## src/rtl/arch_defs_pkg.sv

```systemverilog
// Architecture-wide definitions shared by the fetch sequencer, the instruction
// register and the control unit: widths, opcode layout, fetch states and decode.
package arch_defs_pkg;

  localparam int ADDR_WIDTH   = 16;
  localparam int DATA_WIDTH   = 8;
  localparam int OPCODE_WIDTH = 5;

  typedef logic [OPCODE_WIDTH-1:0] opcode_t;

  // Opcode occupies the upper bits of an instruction byte; the rest selects a register.
  typedef struct packed {
    opcode_t                                opcode;
    logic [DATA_WIDTH-OPCODE_WIDTH-1:0]     reg_sel;
  } instruction_t;

  typedef logic [2:0] fetch_state_t;

  localparam fetch_state_t FETCH_OP = 3'd0;
  localparam fetch_state_t WAIT_OP  = 3'd1;
  localparam fetch_state_t FETCH_B1 = 3'd2;
  localparam fetch_state_t WAIT_B1  = 3'd3;
  localparam fetch_state_t FETCH_B2 = 3'd4;
  localparam fetch_state_t WAIT_B2  = 3'd5;
  localparam fetch_state_t PRESENT  = 3'd6;
`ifdef FETCH_ILLEGAL_TRAP_EN
  localparam fetch_state_t TRAP     = 3'd7;
`endif

  typedef logic [1:0] instr_len_t;

  // 0x00-0x0F: 1 byte, 0x10-0x17: 2 bytes, 0x18-0x1D: 3 bytes, 0x1E-0x1F: undefined.
  function automatic instr_len_t instr_length(opcode_t op);
    instr_len_t len;
    if (op < 5'h10)      len = 2'd1;
    else if (op < 5'h18) len = 2'd2;
    else if (op < 5'h1E) len = 2'd3;
    else                 len = 2'd1;
    return len;
  endfunction

  function automatic logic is_legal_opcode(opcode_t op);
    return (op < 5'h1E);
  endfunction

endpackage

```

## src/rtl/instruction_fetch_if.sv

```systemverilog
// Bundle between the fetch sequencer and program memory / instruction register /
// control unit. The master side is the fetch sequencer.
interface instruction_fetch_if;
  import arch_defs_pkg::*;

  logic [ADDR_WIDTH-1:0] mem_addr;
  logic                  mem_rd;
  logic [DATA_WIDTH-1:0] mem_rdata;
  logic                  ir_load;
  logic [DATA_WIDTH-1:0] ir_data;
  logic [15:0]           imm;
  logic                  instr_valid;
  logic                  instr_ready;
  logic                  pc_load;
  logic [ADDR_WIDTH-1:0] pc_load_addr;
  logic [ADDR_WIDTH-1:0] pc;
  logic                  illegal_op;

  modport master (
    output mem_addr, mem_rd, ir_load, ir_data, imm, instr_valid, pc, illegal_op,
    input  mem_rdata, instr_ready, pc_load, pc_load_addr
  );

  modport slave (
    input  mem_addr, mem_rd, ir_load, ir_data, imm, instr_valid, pc, illegal_op,
    output mem_rdata, instr_ready, pc_load, pc_load_addr
  );

endinterface

```

## src/rtl/instruction_fetch_program_counter.sv

```systemverilog
// Program counter: reset-to-vector, load, and increment with silent wrap at the
// top of the address space.
module program_counter
  import arch_defs_pkg::*;
#(
  parameter logic [ADDR_WIDTH-1:0] RESET_VECTOR = 16'h0000
) (
  input  logic                  clk,
  input  logic                  reset,
  input  logic                  inc,
  input  logic                  load,
  input  logic [ADDR_WIDTH-1:0] load_addr,
  output logic [ADDR_WIDTH-1:0] pc
);

  // NOTE: sequential state uses non-blocking assignments so every register
  // samples the pre-edge values of its neighbours.
  always_ff @(posedge clk) begin
    if (reset)     pc <= RESET_VECTOR;
    else if (load) pc <= load_addr;
    else if (inc)  pc <= pc + ADDR_WIDTH'(1);
  end

endmodule

```

## src/rtl/instruction_fetch.sv

```systemverilog
// Fetch sequencer: reads opcode plus 0..2 operand bytes and presents the
// instruction under valid/ready. Define FETCH_ILLEGAL_TRAP_EN to trap undefined opcodes.
module instruction_fetch
  import arch_defs_pkg::*;
#(
  parameter logic [ADDR_WIDTH-1:0] RESET_VECTOR = 16'h0000
) (
  input  logic                clk,
  input  logic                reset,
  instruction_fetch_if.master bus
);

  fetch_state_t          state, state_next;
  instr_len_t            len_q;
  logic [15:0]           imm_q;
  logic [ADDR_WIDTH-1:0] pc;
  opcode_t               opcode;
  logic                  fetching;
  logic                  handshake;

  // Same bit positions as instruction_t.opcode.
  assign opcode = bus.mem_rdata[$bits(instruction_t)-1 -: $bits(opcode_t)];

  // NOTE: state already sits at FETCH_OP while reset is held, so the read
  // strobe is masked by reset to keep memory quiet until reset is released.
  assign fetching  = ((state == FETCH_OP) || (state == FETCH_B1) || (state == FETCH_B2)) && !reset;
  assign handshake = (state == PRESENT) && bus.instr_ready;

  program_counter #(.RESET_VECTOR(RESET_VECTOR)) u_pc (
    .clk       (clk),
    .reset     (reset),
    .inc       (fetching),
    .load      (handshake && bus.pc_load),
    .load_addr (bus.pc_load_addr),
    .pc        (pc)
  );

  assign bus.pc          = pc;
  assign bus.mem_addr    = pc;
  assign bus.mem_rd      = fetching;
  assign bus.ir_load     = (state == WAIT_OP);
  assign bus.ir_data     = bus.mem_rdata;
  assign bus.imm         = imm_q;
  assign bus.instr_valid = (state == PRESENT);
`ifdef FETCH_ILLEGAL_TRAP_EN
  assign bus.illegal_op  = (state == TRAP);
`else
  assign bus.illegal_op  = 1'b0;
`endif

  // NOTE: next-state defaults to the current state first so no path leaves
  // it unassigned and no latch is inferred.
  always_comb begin
    state_next = state;
    case (state)
      FETCH_OP: state_next = WAIT_OP;
      WAIT_OP: begin
        state_next = (instr_length(opcode) == 2'd1) ? PRESENT : FETCH_B1;
`ifdef FETCH_ILLEGAL_TRAP_EN
        if (!is_legal_opcode(opcode)) state_next = TRAP;
`endif
      end
      FETCH_B1: state_next = WAIT_B1;
      WAIT_B1:  state_next = (len_q == 2'd3) ? FETCH_B2 : PRESENT;
      FETCH_B2: state_next = WAIT_B2;
      WAIT_B2:  state_next = PRESENT;
      PRESENT:  if (bus.instr_ready) state_next = FETCH_OP;
`ifdef FETCH_ILLEGAL_TRAP_EN
      TRAP:     state_next = TRAP;
`endif
      default:  state_next = FETCH_OP;
    endcase
  end

  always_ff @(posedge clk) begin
    if (reset) begin
      state <= FETCH_OP;
      len_q <= 2'd1;
      imm_q <= '0;
    end else begin
      state <= state_next;
      case (state)
        FETCH_OP: imm_q       <= '0;
        WAIT_OP:  len_q       <= instr_length(opcode);
        WAIT_B1:  imm_q[7:0]  <= bus.mem_rdata;
        WAIT_B2:  imm_q[15:8] <= bus.mem_rdata;
        default:  ;
      endcase
    end
  end

endmodule

```

## src/flat_wrapper.sv

```systemverilog
// flat-port wrapper written by rule: the top's interface ports become plain ports
module instruction_fetch_flat import arch_defs_pkg::*;
#(
  parameter logic [ADDR_WIDTH-1:0] RESET_VECTOR = 16'h0000
)
  (clk, reset, bus_mem_addr, bus_mem_rd, bus_ir_load, bus_ir_data, bus_imm, bus_instr_valid, bus_pc, bus_illegal_op, bus_mem_rdata, bus_instr_ready, bus_pc_load, bus_pc_load_addr);
  instruction_fetch_if bus_i ();
  input  logic clk;
  input  logic reset;
  output wire logic [$bits(bus_i.mem_addr)-1:0] bus_mem_addr;
  output wire logic [$bits(bus_i.mem_rd)-1:0] bus_mem_rd;
  output wire logic [$bits(bus_i.ir_load)-1:0] bus_ir_load;
  output wire logic [$bits(bus_i.ir_data)-1:0] bus_ir_data;
  output wire logic [$bits(bus_i.imm)-1:0] bus_imm;
  output wire logic [$bits(bus_i.instr_valid)-1:0] bus_instr_valid;
  output wire logic [$bits(bus_i.pc)-1:0] bus_pc;
  output wire logic [$bits(bus_i.illegal_op)-1:0] bus_illegal_op;
  input wire logic [$bits(bus_i.mem_rdata)-1:0] bus_mem_rdata;
  input wire logic [$bits(bus_i.instr_ready)-1:0] bus_instr_ready;
  input wire logic [$bits(bus_i.pc_load)-1:0] bus_pc_load;
  input wire logic [$bits(bus_i.pc_load_addr)-1:0] bus_pc_load_addr;
  assign bus_mem_addr = bus_i.mem_addr;
  assign bus_mem_rd = bus_i.mem_rd;
  assign bus_ir_load = bus_i.ir_load;
  assign bus_ir_data = bus_i.ir_data;
  assign bus_imm = bus_i.imm;
  assign bus_instr_valid = bus_i.instr_valid;
  assign bus_pc = bus_i.pc;
  assign bus_illegal_op = bus_i.illegal_op;
  assign bus_i.mem_rdata = bus_mem_rdata;
  assign bus_i.instr_ready = bus_instr_ready;
  assign bus_i.pc_load = bus_pc_load;
  assign bus_i.pc_load_addr = bus_pc_load_addr;
  instruction_fetch #(.RESET_VECTOR(RESET_VECTOR)) u_core (.clk(clk), .reset(reset), .bus(bus_i));
endmodule
```

## config.mk

```make
export PLATFORM = sky130hd
export DESIGN_NAME = instruction_fetch_flat
export DESIGN_NICKNAME = d
export VERILOG_FILES = /design/src/rtl/arch_defs_pkg.sv /design/src/rtl/instruction_fetch_if.sv /design/src/rtl/instruction_fetch_program_counter.sv /design/src/rtl/instruction_fetch.sv /design/src/flat_wrapper.sv
export SDC_FILE = /design/constraint.sdc
export NUM_CORES = 1
export LEC_CHECK = 0
export ABC_CLOCK_PERIOD_IN_PS = 1830
export CORE_ASPECT_RATIO = 1.4
export CORE_MARGIN = 10
export CORE_UTILIZATION = 30
export DETAILED_ROUTE_END_ITERATION = 8
export PLACE_DENSITY_LB_ADDON = 0.05
export SLEW_MARGIN = 10
export SYNTH_ARGS = -nofsm -noshare
export SYNTH_HDL_FRONTEND = slang
export SYNTH_SLANG_ARGS = --single-unit
```

## constraint.sdc

```tcl
create_clock -name clk -period 1.83 [get_ports clk]
set_clock_uncertainty 0.1 [all_clocks]
set_input_delay 0.2745 -clock clk [delete_from_list [all_inputs] [get_ports clk]]
set_output_delay 0.2745 -clock clk [all_outputs]
set_load 0.1 [all_outputs]
```

# Yosys cells after proc, flatten, opt, wreduce, memory -nomap -nowiden
# Cells that the tools add are included.
[totals]
memories = 0
mem_bits_ro = 0
output_inout_bits = 60
latch_bits = 0
wordCells = 40
mem_bits_rw = 0
register_bits = 37
in_bits = 28
[op_classes]
n_bitwise = 0
muxes = 12
magnitude_cmp = 3
n_shift = 0
eq_ne = 9
mul = 0
n_addsub = 1
n_div = 0
reduce_logical = 10
[op_table]
columns = ["cell", "count"]
rows = [
  ["$mux W16", 2],
  ["$pmux W8 S2", 2],
  ["$pmux W3 S7", 1],
  ["$add A16 B1 Y16 const B", 1],
  ["$lt A5 B5 Y1 const B", 3],
  ["$mux W2", 5],
  ["$eq A3 B3 Y1 const B", 3],
  ["$eq A3 B2 Y1 const B", 2],
  ["$mux W3", 2],
  ["$reduce_bool A2 Y1", 3],
  ["$eq A3 B1 Y1 const B", 1],
  ["$logic_and A1 B1 Y1", 3],
  ["$logic_not A3 Y1", 1],
  ["$eq A2 B1 Y1 const B", 1],
  ["$eq A2 B2 Y1 const B", 1],
  ["$logic_or A1 B1 Y1", 2],
  ["$ne A2 B1 Y1 const B", 1],
  ["$logic_not A1 Y1", 1],
]

# Longest topological paths before layout
[depth]
word_depth = 8
ltp_mapped = 7
ltp_nobuf = 5

# Cells and area by module
# From an unflattened synthesis, not the netlist that was laid out.
[unflattened]
cells_unflattened = 257
area_unflattened_um2 = 2228.4
[modules_own_cells]
columns = ["module", "n_inst", "cells_each", "area_each_um2", "seq_area_each_um2"]
rows = [
  ["instruction_fetch", 1, 145, 1243.7, 420.4],
  ["program_counter", 1, 112, 984.7, 320.3],
]

# Worst setup path before layout
# Ideal clock, no wire load.
[synth_timing]
path_type = "register -> register"
from = "reg u_core.state[0]"
to = "reg u_core.len_q[1]"
setup_time_ps = 132
stages_incl_launch_ff = 5
arrival_time_ps = 3213
synth_period_minus_slack_ps = 3446
path_buffers = 1
t_required_ps = 1598
path_slack_ps = -1616
path_cell_list = "dfxtp_1 > clkbuf_1 > nor3b_1 > nand2b_1 > a21oi_1"
[synth_between]
elab_chain_cells = 1
[synth_rtl]
columns = ["element", "line_no", "rtl"]
rows = [
  ["from (decl)", "instruction_fetch.sv:13", "fetch_state_t state, state_next;"],
  ["from (signal assigned)", "instruction_fetch.sv:81", "state <= state_next;"],
  ["$eq A3 B1 Y1", "n/a", ""],
  ["via bus_ir_load", "flat_wrapper.sv:12", "output wire logic [$bits(bus_i.ir_load)-1:0] bus_ir_load;"],
  ["to (signal assigned)", "instruction_fetch.sv:84", "WAIT_OP: len_q <= instr_length(opcode);"],
  ["to (decl)", "instruction_fetch.sv:14", "instr_len_t len_q;"],
]
# The timed path passes the listed nets, and every way through them passes these cells.
# A chain may end at the register's enable or synchronous reset.

# Worst setup path after layout
[layout_timing]
from = "reg u_core.state[2]"
to = "reg u_core.u_pc.pc[15]"
[layout_between]
elab_chain_cells = 5
elab_cells_between_ends = 11
classes_between = "eq/ne (3); mux (1); reduce/logical (7)"
[layout_rtl]
columns = ["element", "line_no", "rtl"]
rows = [
  ["$eq A3 B2 Y1 / $logic_not A3 Y1 (equally long branches)", "instruction_fetch.sv:26", "assign fetching = ((state == FETCH_OP) || (state == FETCH_B1) || (state == FETCH_B2)) && !reset;"],
  ["$logic_or A1 B1 Y1 (2 in series)", "instruction_fetch.sv:26", ""],
  ["$logic_and A1 B1 Y1", "instruction_fetch.sv:26", ""],
  ["$reduce_bool A2 Y1 (no source line)", "n/a", ""],
  ["to (signal assigned)", "instruction_fetch_program_counter.sv:20", "else if (load) pc <= load_addr;"],
  ["to (signal assigned)", "instruction_fetch_program_counter.sv:21", "else if (inc) pc <= pc + ADDR_WIDTH'(1);"],
  ["to (decl)", "instruction_fetch_program_counter.sv:13", "output logic [ADDR_WIDTH-1:0] pc"],
]
# Several ways; a longest one is shown, not always the timed one.

==> results.py <==
metrics = {
    "worst_setup_path": {
        "r2r_setup_slack_ns": 0.03,
        "worstSetupStartpointType": "register",
        "critPathRequiredTime_ns": 1.93,
        "crit_type": "reg -> reg",
        "max_stage_delay_ns": 0.50,
        "path_cells": "a211o_1 -> inv_4 -> nand4_4 -> or4_4 -> a311oi_2",
        "crit_fanout": 7,
        "slowest_stage": "or4_4",
        "cp.arrival_ns": 1.90,
        "reg2reg_to": "u_core.u_pc.pc[15]",
        "reg2regPathDepth": 5,
        "endpoint_kind": "register",
        "r2r-start": "u_core.state[2]",
    },
    "grt": {
        "grt_pass1_vias": 2065,
        "grt_max_degree": 37,
        "grt_overflow": 0,
        "grt.total_usage_pct": 12.64,
        "grt_first_pass_wirelength_mm": 10.30,
        "antenna_found_initial": 0,
    },
    "floorplanning": {
        "dieArea_um2": 10360,
        "rows": 35,
        "coreArea_um2": 6525,
        "die_w_um": 88.91,
        "ios": 88,
        "dieHeight_um": 116.5,
        "initial_core_util_pct": 30.57,
    },
    "routing": {
        "routed_wl_mm": 6.389,
        "wl_met3_um": 566,
        "routed_via_density": 5.104,
        "drtIter0Drc": 45,
        "wl_met1_mm": 2.409,
        "drc": 0,
        "final_antenna_net_count": 0,
        "dr.pass1.iters": 4,
        "routedWlPerCell_um": 16.55,
        "num_vias": 1970,
        "top_layer_used": "met4",
        "route.met2.wl_mm": 3.323,
    },
    "sta": {
        "drv_slew": 0,
        "fmax_mhz": 555.7,
        "rsz0062_at_grt": "yes",
        "relSlewSlack_pct": 57.48,
        "fin_tns_setup_ns": 0,
        "finalSetupViolCount": 0,
        "fin_crit_ns": 1.800,
        "finalHoldViolations": 0,
        "timing.final.crit_share_pct": 98.34,
        "timing.final.ws_setup_ns": 0.03038,
        "worst_pin_slew_ns": 0.6365,
    },
    "clock_tree": {
        "ctsRootBufferMaster": "clkbuf_8",
        "numCtsBuffers": 5,
        "cts_tree": "built",
        "path_clk_slew_ns": 0.07,
        "cts_hold_buf": 0,
        "clock_path_buffers": 2,
        "clock_insertion_delay_worst_skew_ns": 0.28,
        "clkSinkCount": 37,
        "cts.htree.levels": 2,
    },
    "synthesis": {
        "ys_ff_latch": 37,
        "syn_area_um2": 1994,
        "synth_common_cells": "dfxtp_1, nor2_1, buf_4",
        "netlist.area_leader.share_pct": 37.14,
        "ys.flop_type": "dfxtp_1",
        "yosys.area.top_type": "dfxtp_1",
        "yosysMostFrequentCell": "dfxtp_1",
        "avgSynthCellArea_um2": 8.345,
        "ys_warn_count": 0,
        "syn_nets": 268,
        "ys_types": 39,
        "async_flop_share_pct": 0,
        "yosysSeqAreaShare_pct": 37.14,
        "synth_edf_count": 0,
        "netlist_instances": 239,
        "ys_top_cells_by_area": "dfxtp_1, buf_4, a22oi_1",
    },
    "min_path": {
        "min_path_type": "in -> reg",
        "hold_path_end": "u_core.state[0]",
        "min_from": "reset",
        "worstHoldPathCells": 4,
    },
    "place": {
        "gp_congestion": 0.7302,
        "dp_hpwl_mm": 4.986,
        "placed_cells": 378,
        "port_buffers": 86,
        "dp_worst_setup_slack_ns": -0.3436,
    },
    "pwr": {
        "p_leak_nw": 1.380,
        "powerDensity_nw_per_um2": 580.8,
        "irDropWorstVdd_mv": 0.3402,
    },
    "flow_run": {
        "drv_cap": 0,
    },
    "finish": {
        "nets": 340,
        "stdcell_count": 386,
        "syn_to_final_growth_pct": 81.87,
        "fillCellCount": 568,
        "drive_gt1_share_pct": 34.94,
        "antenna_cells": 0,
    },
    "run_status": {
        "status": "completed",
    },
}
power breakdown:
part	internal [mW]	switching (mW)	leakage [nW]	total (mW)
sequential	0.815	0.0303	0.311	0.845
combinational	0.272	0.438	1.03	0.710
clock	0.257	0.295	0.0430	0.552
total	1.34	0.763	1.38	2.11
layout by cell type (no fill, tap or decap), types with 2 or more instances in the layout:
master           instances
xor2_1                   6
buf_12                  60
nand2_1                 11
dfxtp_4                 12
buf_4                   18
a211oi_1                 7
clkbuf_8                 5
a22o_1                  12
nor2_1                  27
clkdlybuf4s50_1         26
a311oi_1                 4
or3_1                    6
dfxtp_2                  3
o21ai_1                  2
a31oi_1                  3
a22oi_1                 18
a21oi_1                  7
clkinv_1                 2
inv_1                    6
nand2b_1                 6
a311oi_2                 3
and2_1                   2
nand4_1                  4
and3_1                   2
nand3_1                  9
o21ai_0                  7
nor2b_1                  2
dfxtp_1                 22
area by class of cell:
type	instances	area, um2	share of cell area, %
multi-input cells	153	999.7	27.56
repair buffers	107	1635	45.08
well taps	74	92.59	2.553
clock inverters	3	12.51	0.3449
flip-flops and latches	37	789.5	21.77
inverters	7	28.78	0.7934
clock buffers	5	68.82	1.897
kinds of logic after synthesis:
kind of cell | after synthesis | synth area share (%)
buf+inv | 49 | 14.55
fa+ha+maj | 1 | 0.6273
flops | 37 | 37.14
xor+xnor | 7 | 3.074
other cells | 1 | 0.1880
compound gates | 67 | 24.34
simple gates | 77 | 20.08
how the worst max path moves through the flow:
stage / slack (ns) / depth (start not counted) / from / to
6_report: 0.03 / 5 / u_core.state[2] / u_core.u_pc.pc[15]
5_1_grt: -0.04 / 5 / u_core.state[2] / u_core.u_pc.pc[15]
4_1_cts: 0.01 / 5 / reset / bus_mem_rd
3_5_place_dp: -0.34 / 6 / reset / u_core.u_pc.pc[15]
3_3_place_gp: -0.30 / 6 / reset / u_core.u_pc.pc[15]
2_1_floorplan: -0.02 / 6 / u_core.state[2] / u_core.u_pc.pc[15]
critical path: cells and delay by family, from the launching register on:
family	cells	cell delay, ns
AO/OA/AOI/OAI	2	0.59
buffers and inverters	1	0.09
flip-flops	1	0.32
AND/OR/NAND/NOR	2	0.61
stage by stage:
step           total power, mW  area [um2]  utilization (%)  hold slack (ns)
2_1_floorplan            1.299        2069                -           0.3220
3_3_place_gp             1.570        3508            53.77           0.3605
3_5_place_dp             1.572        3508            53.77           0.3647
4_1_cts                  2.133        3593            55.07           0.3760
5_1_grt                  2.196        3627            55.59           0.4014
6_report                 2.107        3627            55.59           0.3746
registers in the layout (all words and copies together), names as in the netlist:
name,flops
u_core.state,3
u_core.u_pc.pc,16
u_core.len_q,2
u_core.bus.imm,16
metal layers:
layer,GRT usage (%),up-vias
li1,-,984
met1,12.66,915
met2,23.04,64
met3,4.955,7
met4,4.108,0
met5,0,-
repair_timing:
item | CTS | global route
pin swaps | 3 | 3
endpoints found under the setup margin | 4 | 7
cloned | 0 | 0
buffers inserted | 1 | 0
resized for setup | 1 | 8
Note: power is estimated with default switching activity, not from simulation.
==> RTL change, RTL diff (config.mk and constraints unchanged) <==
Set the package constant `ADDR_WIDTH` to 17 (it was 16).
--- a/src/rtl/arch_defs_pkg.sv
+++ b/src/rtl/arch_defs_pkg.sv
@@ -3,5 +3,5 @@
 package arch_defs_pkg;
 
-  localparam int ADDR_WIDTH   = 16;
+  localparam int ADDR_WIDTH   = 17;
   localparam int DATA_WIDTH   = 8;
   localparam int OPCODE_WIDTH = 5;
Interface: changed (resized bus_mem_addr, bus_pc and bus_pc_load_addr); port bits go from 88 to 91. No check against the original RTL was run, so the function may have changed too.
==> RTL change against the unedited design <==
The run now ends with setup timing left; worst setup slack worse by 130 ps; global-route usage decreased by 0.37 points; combinational power grew 5.5%; largest power group unchanged; wire length is 7.2% higher; synthesized cell count is 4.2% higher; power rose by 8.0%; synthesized area is 3.4% higher; largest cell class unchanged; sequential cell count grew 1; highest routed layer unchanged; cell area rose by 7.8%.
==> RTL change: results (changes against the unedited design) <==
| Metric | Value |
|---|---|
| Run status | finished with violations |
| Failing checks | setup timing |
| Final setup viols | 6 (+6) |
| Leak | 1.48 nW (+7.5%) |
| Reg clk slew, reported paths | roughly 80 ps |
| Via-to-Cell Ratio | 4.90 (-3.9%) |
| Largest Register | u_core.u_pc.pc |
| Max clock buf depth | 2 (unchanged) |
| Max reg flops | 17 |
| Antenna violations before repair | 0 (unchanged) |
| Total GRT Usage | 12.3% (-0.37 points) |
| GR Layer Usage met3 | 5.17% (+0.21 points) |
| Largest net degree at the start of global routing | 39 (+5.4%) |
| First-pass detailed-route iteration total | 4 (unchanged) |
| Met1 Track Usage GR | 13.1% (+0.41 points) |
| IO Port Bufs | 89 (+3.5%) |
| Mapped Nets | 279 (+4.1%) |
| Register area share after synthesis | 36.9% (-0.25 points) |
| Hold Slack | 374 ps (-0.272 ps) |
| Max_slew headroom | 56.4% (-1.1 points) |
| Nets@finish | 366 (+7.6%) |
| Warnings from Yosys | 0 (unchanged) |
| DRT iter0 DRCs | 88 (+96%) |
| Fillers | 600 (+5.6%) |
| Met2 usage | 21.4% (-1.6 points) |
| Ant diodes | 0 (unchanged) |
| Hold crit path type | reg2reg |
| Post-synthesis cell type count | 43 (+10%) |
| GPL Wtd Cong | 0.779 (+6.6%) |
| Ranking of synthesized cells by area | dfxtp_1 (37%), buf_4 (9.5%), a22oi_1 (5.8%) |
| Post-synth top flop | dfxtp_1 |
| VDD IR max | 0.328 mV (-3.6%) |
| Async SR Flop Fraction | 0% (unchanged) |
| Clock Latency Late Sink | a little under 300 ps |
| Layout cell share with drive strength beyond 1 | 38.6% (+3.6 points) |
| Top cells by count, synth | dfxtp_1 (38), nor2_1 (29), buf_4 (26) |
| Total Wirelength | 6.85 mm (+7.2%) |
| Crit path DAT | 2020 ps (+120 ps) |
| H-Tree Depth | 2 (unchanged) |
| Root Buffer | clkbuf_8 |
| Post-route setup slack | -102 ps (-133 ps) |
| Num CTS Buffers | 5 (unchanged) |
| First-pass GRT wire length | 11.0 mm (+6.8%) |
| Post-DP HPWL | 5.25 mm (+5.3%) |
| CP max FO | 8 (+1) |
## RTL change: final timing paths
path,depth (start not counted),end,startpoint
max,4,u_core.u_pc.pc[15],u_core.state[1]
min,2,u_core.len_q[1],u_core.len_q[1]
max reg2reg,4,u_core.u_pc.pc[15],u_core.state[1]
min reg2reg,2,u_core.len_q[1],u_core.len_q[1]
## RTL change: layout make-up
cell class                      instances  area share (%)
Tap cell                               92            2.94
Multi-Input combinational cell        159            27.7
Sequential cell                        38            20.4
Clock buffer                            6            2.40
Clock inverter                          2           0.256
Inverter                                8           0.864
Timing Repair Buffer                  124            45.5
## RTL change: report_power, final
group          leakage (nW)  internal [W]  switching (W)
logic                  1.11      0.000291       0.000459
clock network        0.0561      0.000347       0.000312
registers             0.316      0.000842      0.0000252
total                  1.48       0.00148       0.000796
## RTL change: cell families after synthesis
group                    Yosys count  share of synthesized area [%]
XOR/XNOR                           9                           3.82
flip-flops                        38                           36.9
adder cells (fa/ha/maj)            1                          0.607
AO/OA/AOI/OAI                     68                           24.5
other                              1                          0.182
buffers and inverters             52                           14.7
AND/OR/NAND/NOR                   80                           19.3
## RTL change: timing repair
item | 4_1_cts | 5_1_grt
buffers inserted | 1 | 4
setup endpoints to repair | 8 | 18
resized for setup | 4 | 11
cloned | 0 | 0
pin swaps | 6 | 5
## RTL change: metal layers
layer / part of all wire (%) / up-vias
met1: 39 / 989
met5: 0 / -
met3: 7.3 / 8
met2: 52 / 66
met4: 1.4 / 0
li1: - / 1041
## RTL change: worst max-delay path, cell delays in order (launching register included)
cell	delay [ps]
dfxtp_2	330
a211o_1	310
or4_4	530
or3_1	340
a311oi_1	220
## RTL change: through the flow
stage	cell area [µm²]	worst slack [ps]	instances	TNS (ps)
detailed placement	3700	-611	416	-4690
global route	3910	-163	429	-1200
finish	3910	-102	429	-403
floorplan	2150	-222	249	-1180
CTS	3820	-158	425	-529
global placement	3700	-509	416	-3770
